## config.mk

```make
export PLATFORM = sky130hd
export DESIGN_NAME = volume_meter_ctrl_flat
export DESIGN_NICKNAME = d
export VERILOG_FILES = /design/src/rtl/volume_meter_ctrl_if.sv /design/src/rtl/volume_meter_ctrl.sv /design/src/flat_wrapper.sv
export SDC_FILE = /design/constraint.sdc
export NUM_CORES = 1
export LEC_CHECK = 0
export BUFFER_PORTS_ARGS = -buffer_cell sky130_fd_sc_hd__buf_2
export CORE_ASPECT_RATIO = 1.1
export CORE_MARGIN = 8
export CORE_UTILIZATION = 62
export DETAILED_ROUTE_END_ITERATION = 16
export GPL_TIMING_DRIVEN = 0
export PLACE_DENSITY = 0.9
export SLEW_MARGIN = 25
export SYNTH_ARGS = -nofsm -noshare
export SYNTH_HDL_FRONTEND = slang
export SYNTH_SLANG_ARGS = --single-unit
```

## constraint.sdc

```tcl
create_clock -name clock -period 7.2 [get_ports clock]
set_input_delay 1.08 -clock clock [delete_from_list [all_inputs] [get_ports clock]]
set_output_delay 1.08 -clock clock [all_outputs]
set_load 0.005 [all_outputs]
```

## src/rtl/volume_meter_ctrl_if.sv

```systemverilog
// Sample strobe in, meter level/peak/clip out, between codec and bar display.
interface volume_meter_ctrl_if #(
  parameter int SAMPLE_W = 24
);
  logic                sample_valid;
  logic [SAMPLE_W-1:0] sample;
  logic [SAMPLE_W-1:0] level_out;
  logic [SAMPLE_W-1:0] peak_out;
  logic                clip_out;
  logic                level_valid;

  modport master (
    output sample_valid, sample,
    input  level_out, peak_out, clip_out, level_valid
  );

  modport slave (
    input  sample_valid, sample,
    output level_out, peak_out, clip_out, level_valid
  );
endinterface

```

## src/rtl/volume_meter_ctrl.sv

```systemverilog
// Windowed peak meter: per-window max magnitude, then fast attack / exponential
// decay of the level, a held peak and a clip flag, published once per window.
module volume_meter_ctrl #(
  parameter int SAMPLE_W     = 24,
  parameter int WINDOW       = 4800,
  parameter int HOLD_UPDATES = 25,
  parameter int DECAY_SHIFT  = 3
) (
  input  logic              clock,
  input  logic              resetn,
  input  logic              clear,
  volume_meter_ctrl_if.slave bus
);

  localparam int CNT_W  = (WINDOW > 2) ? $clog2(WINDOW) : 1;
  localparam int HOLD_W = $clog2(HOLD_UPDATES + 1) > 0 ? $clog2(HOLD_UPDATES + 1) : 1;
  localparam logic [SAMPLE_W-1:0] POS_FS = {1'b0, {(SAMPLE_W-1){1'b1}}};
  localparam logic [SAMPLE_W-1:0] NEG_FS = {1'b1, {(SAMPLE_W-1){1'b0}}};

  typedef enum logic [1:0] {IDLE, ACCUM, PUB} state_t;

  state_t              state_q, state_d;
  logic [SAMPLE_W-1:0] accMax_q, accMax_d;
  logic [CNT_W-1:0]    winCnt_q, winCnt_d;
  logic                accClip_q, accClip_d;
  logic [SAMPLE_W-1:0] winMax_q, winMax_d;
  logic                winClip_q, winClip_d;
  logic [SAMPLE_W-1:0] level_q, level_d;
  logic [SAMPLE_W-1:0] peak_q, peak_d;
  logic [HOLD_W-1:0]   hold_q, hold_d;
  logic                clip_q, clip_d;
  logic                levelValid_q, levelValid_d;

  logic [SAMPLE_W-1:0] mag;
  logic                fullScale;
  logic                winEnd;
  logic                pubFire;
  logic [SAMPLE_W-1:0] decStep;
  logic [SAMPLE_W-1:0] decayed;
  logic [SAMPLE_W-1:0] levelNew;

  // The most-negative sample has no positive twin, so it saturates.
  always_comb begin
    mag       = bus.sample;
    fullScale = (bus.sample == NEG_FS) || (bus.sample == POS_FS);
    if (bus.sample == NEG_FS) begin
      mag = POS_FS;
    end else if (bus.sample[SAMPLE_W-1]) begin
      mag = -bus.sample;
    end
    winEnd = bus.sample_valid && (winCnt_q == CNT_W'(WINDOW - 1));
  end

  always_ff @(posedge clock or negedge resetn) begin
    if (!resetn) begin
      state_q <= IDLE;
    end else begin
      state_q <= state_d;
    end
  end

  always_comb begin
    state_d = state_q;
    if (clear) begin
      state_d = IDLE;
    end else begin
      case (state_q)
        IDLE:    if (bus.sample_valid) state_d = ACCUM;
        ACCUM:   if (winEnd) state_d = PUB;
        PUB:     state_d = ACCUM;
        default: state_d = IDLE;
      endcase
    end
  end

  always_comb begin
    pubFire = (state_q == PUB);
  end

  // Decay is at least one LSB so a small nonzero level always reaches zero.
  always_comb begin
    decStep = level_q >> DECAY_SHIFT;
    if (decStep == '0 && level_q != '0) begin
      decStep = SAMPLE_W'(1);
    end
    decayed  = level_q - decStep;
    levelNew = (winMax_q >= level_q) ? winMax_q
             : ((decayed > winMax_q) ? decayed : winMax_q);
  end

  always_comb begin
    accMax_d     = accMax_q;
    winCnt_d     = winCnt_q;
    accClip_d    = accClip_q;
    winMax_d     = winMax_q;
    winClip_d    = winClip_q;
    level_d      = level_q;
    peak_d       = peak_q;
    hold_d       = hold_q;
    clip_d       = clip_q;
    levelValid_d = 1'b0;
    if (clear) begin
      accMax_d  = '0;
      winCnt_d  = '0;
      accClip_d = 1'b0;
      winMax_d  = '0;
      winClip_d = 1'b0;
      level_d   = '0;
      peak_d    = '0;
      hold_d    = '0;
      clip_d    = 1'b0;
    end else begin
      if (bus.sample_valid) begin
        if (winEnd) begin
          winMax_d  = (accMax_q > mag) ? accMax_q : mag;
          winClip_d = accClip_q | fullScale;
          accMax_d  = '0;
          accClip_d = 1'b0;
          winCnt_d  = '0;
        end else begin
          accMax_d  = (accMax_q > mag) ? accMax_q : mag;
          accClip_d = accClip_q | fullScale;
          winCnt_d  = winCnt_q + CNT_W'(1);
        end
      end
      if (pubFire) begin
        level_d      = levelNew;
        clip_d       = winClip_q;
        levelValid_d = 1'b1;
        if (winMax_q >= peak_q) begin
          peak_d = winMax_q;
          hold_d = HOLD_W'(HOLD_UPDATES);
        end else if (hold_q != '0) begin
          hold_d = hold_q - HOLD_W'(1);
        end else begin
          peak_d = levelNew;
        end
      end
    end
  end

  always_ff @(posedge clock or negedge resetn) begin
    if (!resetn) begin
      accMax_q     <= '0;
      winCnt_q     <= '0;
      accClip_q    <= 1'b0;
      winMax_q     <= '0;
      winClip_q    <= 1'b0;
      level_q      <= '0;
      peak_q       <= '0;
      hold_q       <= '0;
      clip_q       <= 1'b0;
      levelValid_q <= 1'b0;
    end else begin
      accMax_q     <= accMax_d;
      winCnt_q     <= winCnt_d;
      accClip_q    <= accClip_d;
      winMax_q     <= winMax_d;
      winClip_q    <= winClip_d;
      level_q      <= level_d;
      peak_q       <= peak_d;
      hold_q       <= hold_d;
      clip_q       <= clip_d;
      levelValid_q <= levelValid_d;
    end
  end

  assign bus.level_out   = level_q;
  assign bus.peak_out    = peak_q;
  assign bus.clip_out    = clip_q;
  assign bus.level_valid = levelValid_q;

endmodule
```

## src/flat_wrapper.sv

```systemverilog
// flat-port wrapper written by rule: the top's interface ports become plain ports
module volume_meter_ctrl_flat 
#(
  parameter int SAMPLE_W     = 24,
  parameter int WINDOW       = 4800,
  parameter int HOLD_UPDATES = 25,
  parameter int DECAY_SHIFT  = 3
)
  (clock, resetn, clear, bus_sample_valid, bus_sample, bus_level_out, bus_peak_out, bus_clip_out, bus_level_valid);
  volume_meter_ctrl_if #(.SAMPLE_W(SAMPLE_W)) bus_i ();
  input  logic clock;
  input  logic resetn;
  input  logic clear;
  input wire logic [$bits(bus_i.sample_valid)-1:0] bus_sample_valid;
  input wire logic [$bits(bus_i.sample)-1:0] bus_sample;
  output wire logic [$bits(bus_i.level_out)-1:0] bus_level_out;
  output wire logic [$bits(bus_i.peak_out)-1:0] bus_peak_out;
  output wire logic [$bits(bus_i.clip_out)-1:0] bus_clip_out;
  output wire logic [$bits(bus_i.level_valid)-1:0] bus_level_valid;
  assign bus_i.sample_valid = bus_sample_valid;
  assign bus_i.sample = bus_sample;
  assign bus_level_out = bus_i.level_out;
  assign bus_peak_out = bus_i.peak_out;
  assign bus_clip_out = bus_i.clip_out;
  assign bus_level_valid = bus_i.level_valid;
  volume_meter_ctrl #(.SAMPLE_W(SAMPLE_W), .WINDOW(WINDOW), .HOLD_UPDATES(HOLD_UPDATES), .DECAY_SHIFT(DECAY_SHIFT)) u_core (.clock(clock), .resetn(resetn), .clear(clear), .bus(bus_i));
endmodule
```

== Yosys cells after proc, flatten, opt, wreduce, memory -nomap -nowiden ==
Index checks and enable logic that the tools add are counted.

* Output and inout bits: 50
* Word-level logic and storage cells: 82
* Register bits after elaboration: 120

* Add/subtract/negate cells: 4
* Multiplexer cells: 39
* Bitwise operators: 1
* Reduce and logical (&&, ||, !) cells: 15
* Equal/unequal tests: 8
* Magnitude comparators: 4

{| class="wikitable"
|+ Operators with widths
! cell !! number
|-
| $mux W24 || 17
|-
| $ge A24 B24 Y1 || 2
|-
| $gt A24 B24 Y1 || 2
|-
| $mux W13 || 3
|-
| $eq A24 B23 Y1 const B || 1
|-
| $eq A24 B24 Y1 const B || 1
|-
| $logic_not A24 Y1 || 1
|-
| $neg A24 Y24 || 1
|-
| $reduce_bool A24 Y1 || 1
|-
| $sub A24 B21 Y24 || 1
|-
| $mux W21 || 1
|-
| $mux W5 || 4
|-
| $add A13 B1 Y13 const B || 1
|-
| $eq A13 B13 Y1 const B || 1
|-
| $mux W1 || 10
|-
| $reduce_and A2 Y1 || 4
|-
| $mux W2 || 3
|-
| $ne A3 B2 Y1 const B || 2
|-
| $pmux W2 S3 || 1
|-
| $reduce_bool A2 Y1 || 3
|-
| $reduce_bool A5 Y1 || 1
|-
| $sub A5 B1 Y5 const B || 1
|-
| $ne A3 B3 Y1 const B || 1
|-
| $reduce_bool A3 Y1 || 1
|-
| 6 further kinds || 7
|}

== Depth between registers and ports, before layout ==
* Depth in word-level cells: 11
* Mapped depth: 23

== Worst setup path before layout ==
No wires, ideal clock.

* Path type: reg-to-reg
* Start point: register u_core.level_q[15], in the netlist u_core.bus.level_out[15]
* End point: register u_core.peak_q[11], in the netlist u_core.bus.peak_out[11]
* Setup slack: 2.070 ns
* Required time: 7.134 ns
* Library setup time: 0.066 ns
* Stages on the path, launching flop included: 22
* Data arrival time: 5.063 ns
* Cells stage by stage: dfrtp_1 > nor4_1 > nand2_1 > o41ai_1 > ha_1 > fa_1 > nand2b_1 > a21oi_1 > o32a_1 > o21ai_0 > o21ba_2 > o21bai_1 > xnor2_1 > ha_1 > nand4_1 > nor4_1 > o31ai_1 > a211oi_1 > nand2_1 > nor3_1 > clkbuf_1 > a221o_1

* Word-level cells in the longest chain between the ends: 11
* Elaborated cells on any way between the ends: 13
* Classes of those cells: add/sub (1); order compare (2); mux (7); reduce/logical (3)

{| class="wikitable"
|+ Ends and longest elaborated chain
! item !! line !! text
|-
| start: declaration || volume_meter_ctrl.sv:28 || <nowiki>logic [SAMPLE_W-1:0] level_q, level_d;</nowiki>
|-
| start signal: assignment || volume_meter_ctrl.sv:160 || <nowiki>level_q <= level_d;</nowiki>
|-
| $logic_not A24 Y1 or $reduce_bool A24 Y1 (tied branches) || volume_meter_ctrl.sv:83 || <nowiki>if (decStep == '0 && level_q != '0) begin</nowiki>
|-
| $logic_and A1 B1 Y1 || volume_meter_ctrl.sv:83 ||
|-
| $mux W21 || volume_meter_ctrl.sv:83 ||
|-
| $sub A24 B21 Y24 || volume_meter_ctrl.sv:86 || <nowiki>decayed = level_q - decStep;</nowiki>
|-
| $gt A24 B24 Y1 || volume_meter_ctrl.sv:88 || <nowiki>: ((decayed > winMax_q) ? decayed : winMax_q);</nowiki>
|-
| $mux W24 || volume_meter_ctrl.sv:88 ||
|-
| $mux W24 (*) || volume_meter_ctrl.sv:87 || <nowiki>levelNew = (winMax_q >= level_q) ? winMax_q</nowiki>
|-
| $mux W24 (*) || volume_meter_ctrl.sv:133 || <nowiki>end else if (hold_q != '0) begin</nowiki>
|-
| $mux W24 (*) || volume_meter_ctrl.sv:130 || <nowiki>if (winMax_q >= peak_q) begin</nowiki>
|-
| $mux W24 (*) || volume_meter_ctrl.sv:126 || <nowiki>if (pubFire) begin</nowiki>
|-
| $mux W24 (*) || volume_meter_ctrl.sv:102 || <nowiki>if (clear) begin</nowiki>
|-
| end signal: assignment || volume_meter_ctrl.sv:161 || <nowiki>peak_q <= peak_d;</nowiki>
|-
| end: declaration || volume_meter_ctrl.sv:29 || <nowiki>logic [SAMPLE_W-1:0] peak_q, peak_d;</nowiki>
|}

Every way passes the cells marked *; elsewhere a longest branch is shown, timed or not. The select of a mux whose other input is x is not followed.
A chain may end at the register's enable or synchronous reset.

== Worst setup path after layout ==
* Start point: register u_core.level_q[15], in the netlist u_core.bus.level_out[15]
* End point: register u_core.peak_q[16], in the netlist u_core.bus.peak_out[16]

The elaborated chain is that of the path after synthesis.

==> metrics.cfg <==
[synth]
synth.most_common_cell=ha_1
synth_area_leaders=dfrtp_1, ha_1, a21oi_1
synth.net_count=1322
synthCells=1171
synth_largest_area_cell=dfrtp_1
yosysSeqAreaShare=0.303
synth.top_cells.by_count=ha_1, dfrtp_1, inv_1
synth-seq-cells=120
synth_ff_type=dfrtp_1
avgSynthCellArea_sq_um=8.47
syn-cell-area_sq_um=9920
synth_edf_count=0
synthArstFlopShare=1.00
synth_cell_types=68
yosysTopAreaCellShare=0.303
ys_warn_count=0

[sta]
clock_skew_ns=0.00849
rsz0062_at_grt=false
setup_ws_ns=0.418
whs_ns=0.508
maxSlewViolCount=0
relSlewSlack=0.378
hold_viol=0
worst_slew_pin_slew_ns=0.923
fmax_mhz=147
fin_setup_tns_ns=0
timing.final.crit_period_ns=6.78
period_share=0.942
final-setup-viol-count=0

[routing]
drt-wirelength-per-cell_microns=20.4
drtIter0Drc=931
vias=9868
drc=0
routed_via_density=6.67
drt_wl_total_microns=30200
drtAntennaViolNets=0
dr.pass1.iters=6

[pwr]
p_leak_nw=5.11
max-vdd-ir-drop_uv=134
cellPowerDensity_nw_per_um2=155

[clocking]
ctsHtreeMaxLevel=4
clkTransAtPathRegs_ns=0.06
cts_buffer_depth=2
postCtsResizedCells=0
cts_tree=yes
numCtsBuffers=17
cts_setup_buffers=0
hold_buffers=0
insertion_delay_ns=0.42
cts_sinks=120
ctsRootBufferMaster=clkbuf_16

[finish]
final_nets=1418
diodes=0
final_layout_size_suffix_gt1_frac=0.104
fillers=1161
area_growth_pct=12.8

[floorplan]
dieArea_sq_um=20300
die_height_microns=149
rows=48
die_w_microns=137
core_region_area_sq_um=15700
num_io_pins=78
start_util=0.633

[worst_setup_path]
r2r_end=u_core.bus.peak_out[16]$_DFFE_PN0P_
critPathLaunchType=flop
path_max_fanout=10
worstPathArrival_ns=7.14
r2r_setup_slack_ns=0.42
worstSetupPathType=flop to flop
reg2regPathDepth=21
endpoint_kind=flop
worstPathRequired_ns=7.55
r2r_start=u_core.bus.level_out[15]$_DFFE_PN0P_

[placement]
io_buffers=75
gp_congestion=0.963
pre_cts_slack_ns=0.299
dp_hpwl_microns=23000

[grt]
gr-total-overflow=0
antenna_found_initial=0
grt_pass1_vias=9659
grt_use_total=0.301
grt_pass1_wl_microns=48500
grt_max_degree=67

[outcome]
status=finished clean

[flow_run]
max_cap_violations=0

[min_path]
hold_path.class=flop to flop
min_path_cells=1
min_from=u_core.state_q[1]$_DFFE_PN0P_
worst_hold_path.endpoint=u_core.state_q[1]$_DFFE_PN0P_

-- flip-flops by register name (all words and copies together) (netlist names) --
signal,cells
u_core.accClip_q,1
u_core.bus.level_valid,1
u_core.winMax_q,24
u_core.bus.clip_out,1
u_core.winClip_q,1
u_core.hold_q,5
u_core.accMax_q,24
u_core.bus.level_out,24
u_core.state_q,2
u_core.winCnt_q,13
u_core.bus.peak_out,24
-- metrics by stage --
stage,area (sq um),util,total power (W),instances
finish,11200,0.714,0.00174,1480
global route,11200,0.714,0.00178,1480
CTS,11200,0.714,0.00173,1480
detailed placement,10600,0.676,0.000879,1448
global placement,10500,0.673,0.000869,1446
floorplan,9920,-,0.000813,1171
-- cell usage in the layout, fill, tap and decap left out, drive strengths merged, types with 10 or more instances in the layout --
cell | Yosys | layout
o21a | 12 | 12
nand4b | 17 | 17
xor2 | 11 | 11
a221o | 10 | 10
mux2i | 14 | 14
o21ai | 46 | 46
nand2 | 80 | 80
o311ai | 16 | 16
a22o | 11 | 11
a21oi | 100 | 100
nor3 | 22 | 22
nand3 | 22 | 22
buf | 6 | 83
dfrtp | 120 | 120
ha | 122 | 122
inv | 115 | 121
o211ai | 17 | 17
nand4 | 34 | 34
nand2b | 15 | 15
a21o | 22 | 22
xnor2 | 29 | 29
a211oi | 29 | 29
a211o | 10 | 10
or3 | 23 | 23
nor2 | 89 | 89
clkbuf | 54 | 71
o2bb2ai | 14 | 14
nor4 | 17 | 17
-- cells by family after synthesis --
logic type | after synthesis | share of synthesized area
xor+xnor | 40 | 0.0353
flops | 120 | 0.303
buf+inv | 175 | 0.0672
mux | 15 | 0.0153
simple gates | 356 | 0.187
fa+ha+maj | 123 | 0.156
compound gates | 342 | 0.237
-- where the power goes --
group	total (W)	switching, W	internal (W)
logic	0.000169	0.000109	0.0000605
clock network	0.000868	0.000352	0.000516
registers	0.000702	0.0000144	0.000688
total	0.00174	0.000475	0.00126
-- worst max-delay path, cell delays in order, from the launching register on --
cell and delay (ns):
dfrtp_1 0.45, nor4_1 0.38, nand2_1 0.11, o41ai_1 0.38
ha_1 0.27, fa_1 0.24, nand2b_1 0.15, a21oi_1 0.11
o32a_1 0.40, o21ai_0 0.34, o21ba_2 0.23, o21bai_1 0.12
xnor2_1 0.36, ha_1 0.23, nand4_1 0.19, nor4_1 0.53
o31ai_1 0.24, a211oi_2 0.48, nand2_1 0.27, nor3_1 0.51
clkbuf_1 0.48, a221o_1 0.25
-- final cells by class --
| cell class | count | area (sq um) | share of cell area |
|---|---|---|---|
| plain buffers | 60 | 235 | 0.0210 |
| clock buffers | 17 | 425 | 0.0380 |
| clock inverters | 15 | 166 | 0.0149 |
| inverters | 115 | 432 | 0.0386 |
| multi-input cells | 876 | 6260 | 0.560 |
| flip-flops and latches | 120 | 3000 | 0.268 |
| well taps | 200 | 250 | 0.0224 |
| repair buffers | 77 | 418 | 0.0373 |
-- layer usage --
layer | wire (microns) | part of all wire | GRT usage | up-vias
met5 | 0 | 0 | 0 | -
met1 | 11700 | 0.39 | 0.359 | 4680
li1 | - | - | - | 4528
met4 | 1640 | 0.054 | 0.180 | 0
met3 | 2450 | 0.081 | 0.0563 | 135
met2 | 14400 | 0.48 | 0.493 | 525
-- worst max path at each step --
stage                                                     from                                  end  slack [ns]  cells past startpoint
after floorplan           u_core.bus.level_out[15]$_DFFE_PN0P_  u_core.bus.peak_out[11]$_DFFE_PN0P_        2.07                     21
after global placement    u_core.bus.level_out[15]$_DFFE_PN0P_  u_core.bus.peak_out[17]$_DFFE_PN0P_        0.34                     19
after detailed placement  u_core.bus.level_out[15]$_DFFE_PN0P_  u_core.bus.peak_out[17]$_DFFE_PN0P_        0.30                     21
after CTS                 u_core.bus.level_out[15]$_DFFE_PN0P_  u_core.bus.peak_out[16]$_DFFE_PN0P_        0.26                     21
after global routing      u_core.bus.level_out[15]$_DFFE_PN0P_  u_core.bus.peak_out[16]$_DFFE_PN0P_        0.21                     21
final                     u_core.bus.level_out[15]$_DFFE_PN0P_  u_core.bus.peak_out[16]$_DFFE_PN0P_        0.42                     21
Power figures use the tool's default switching activity.
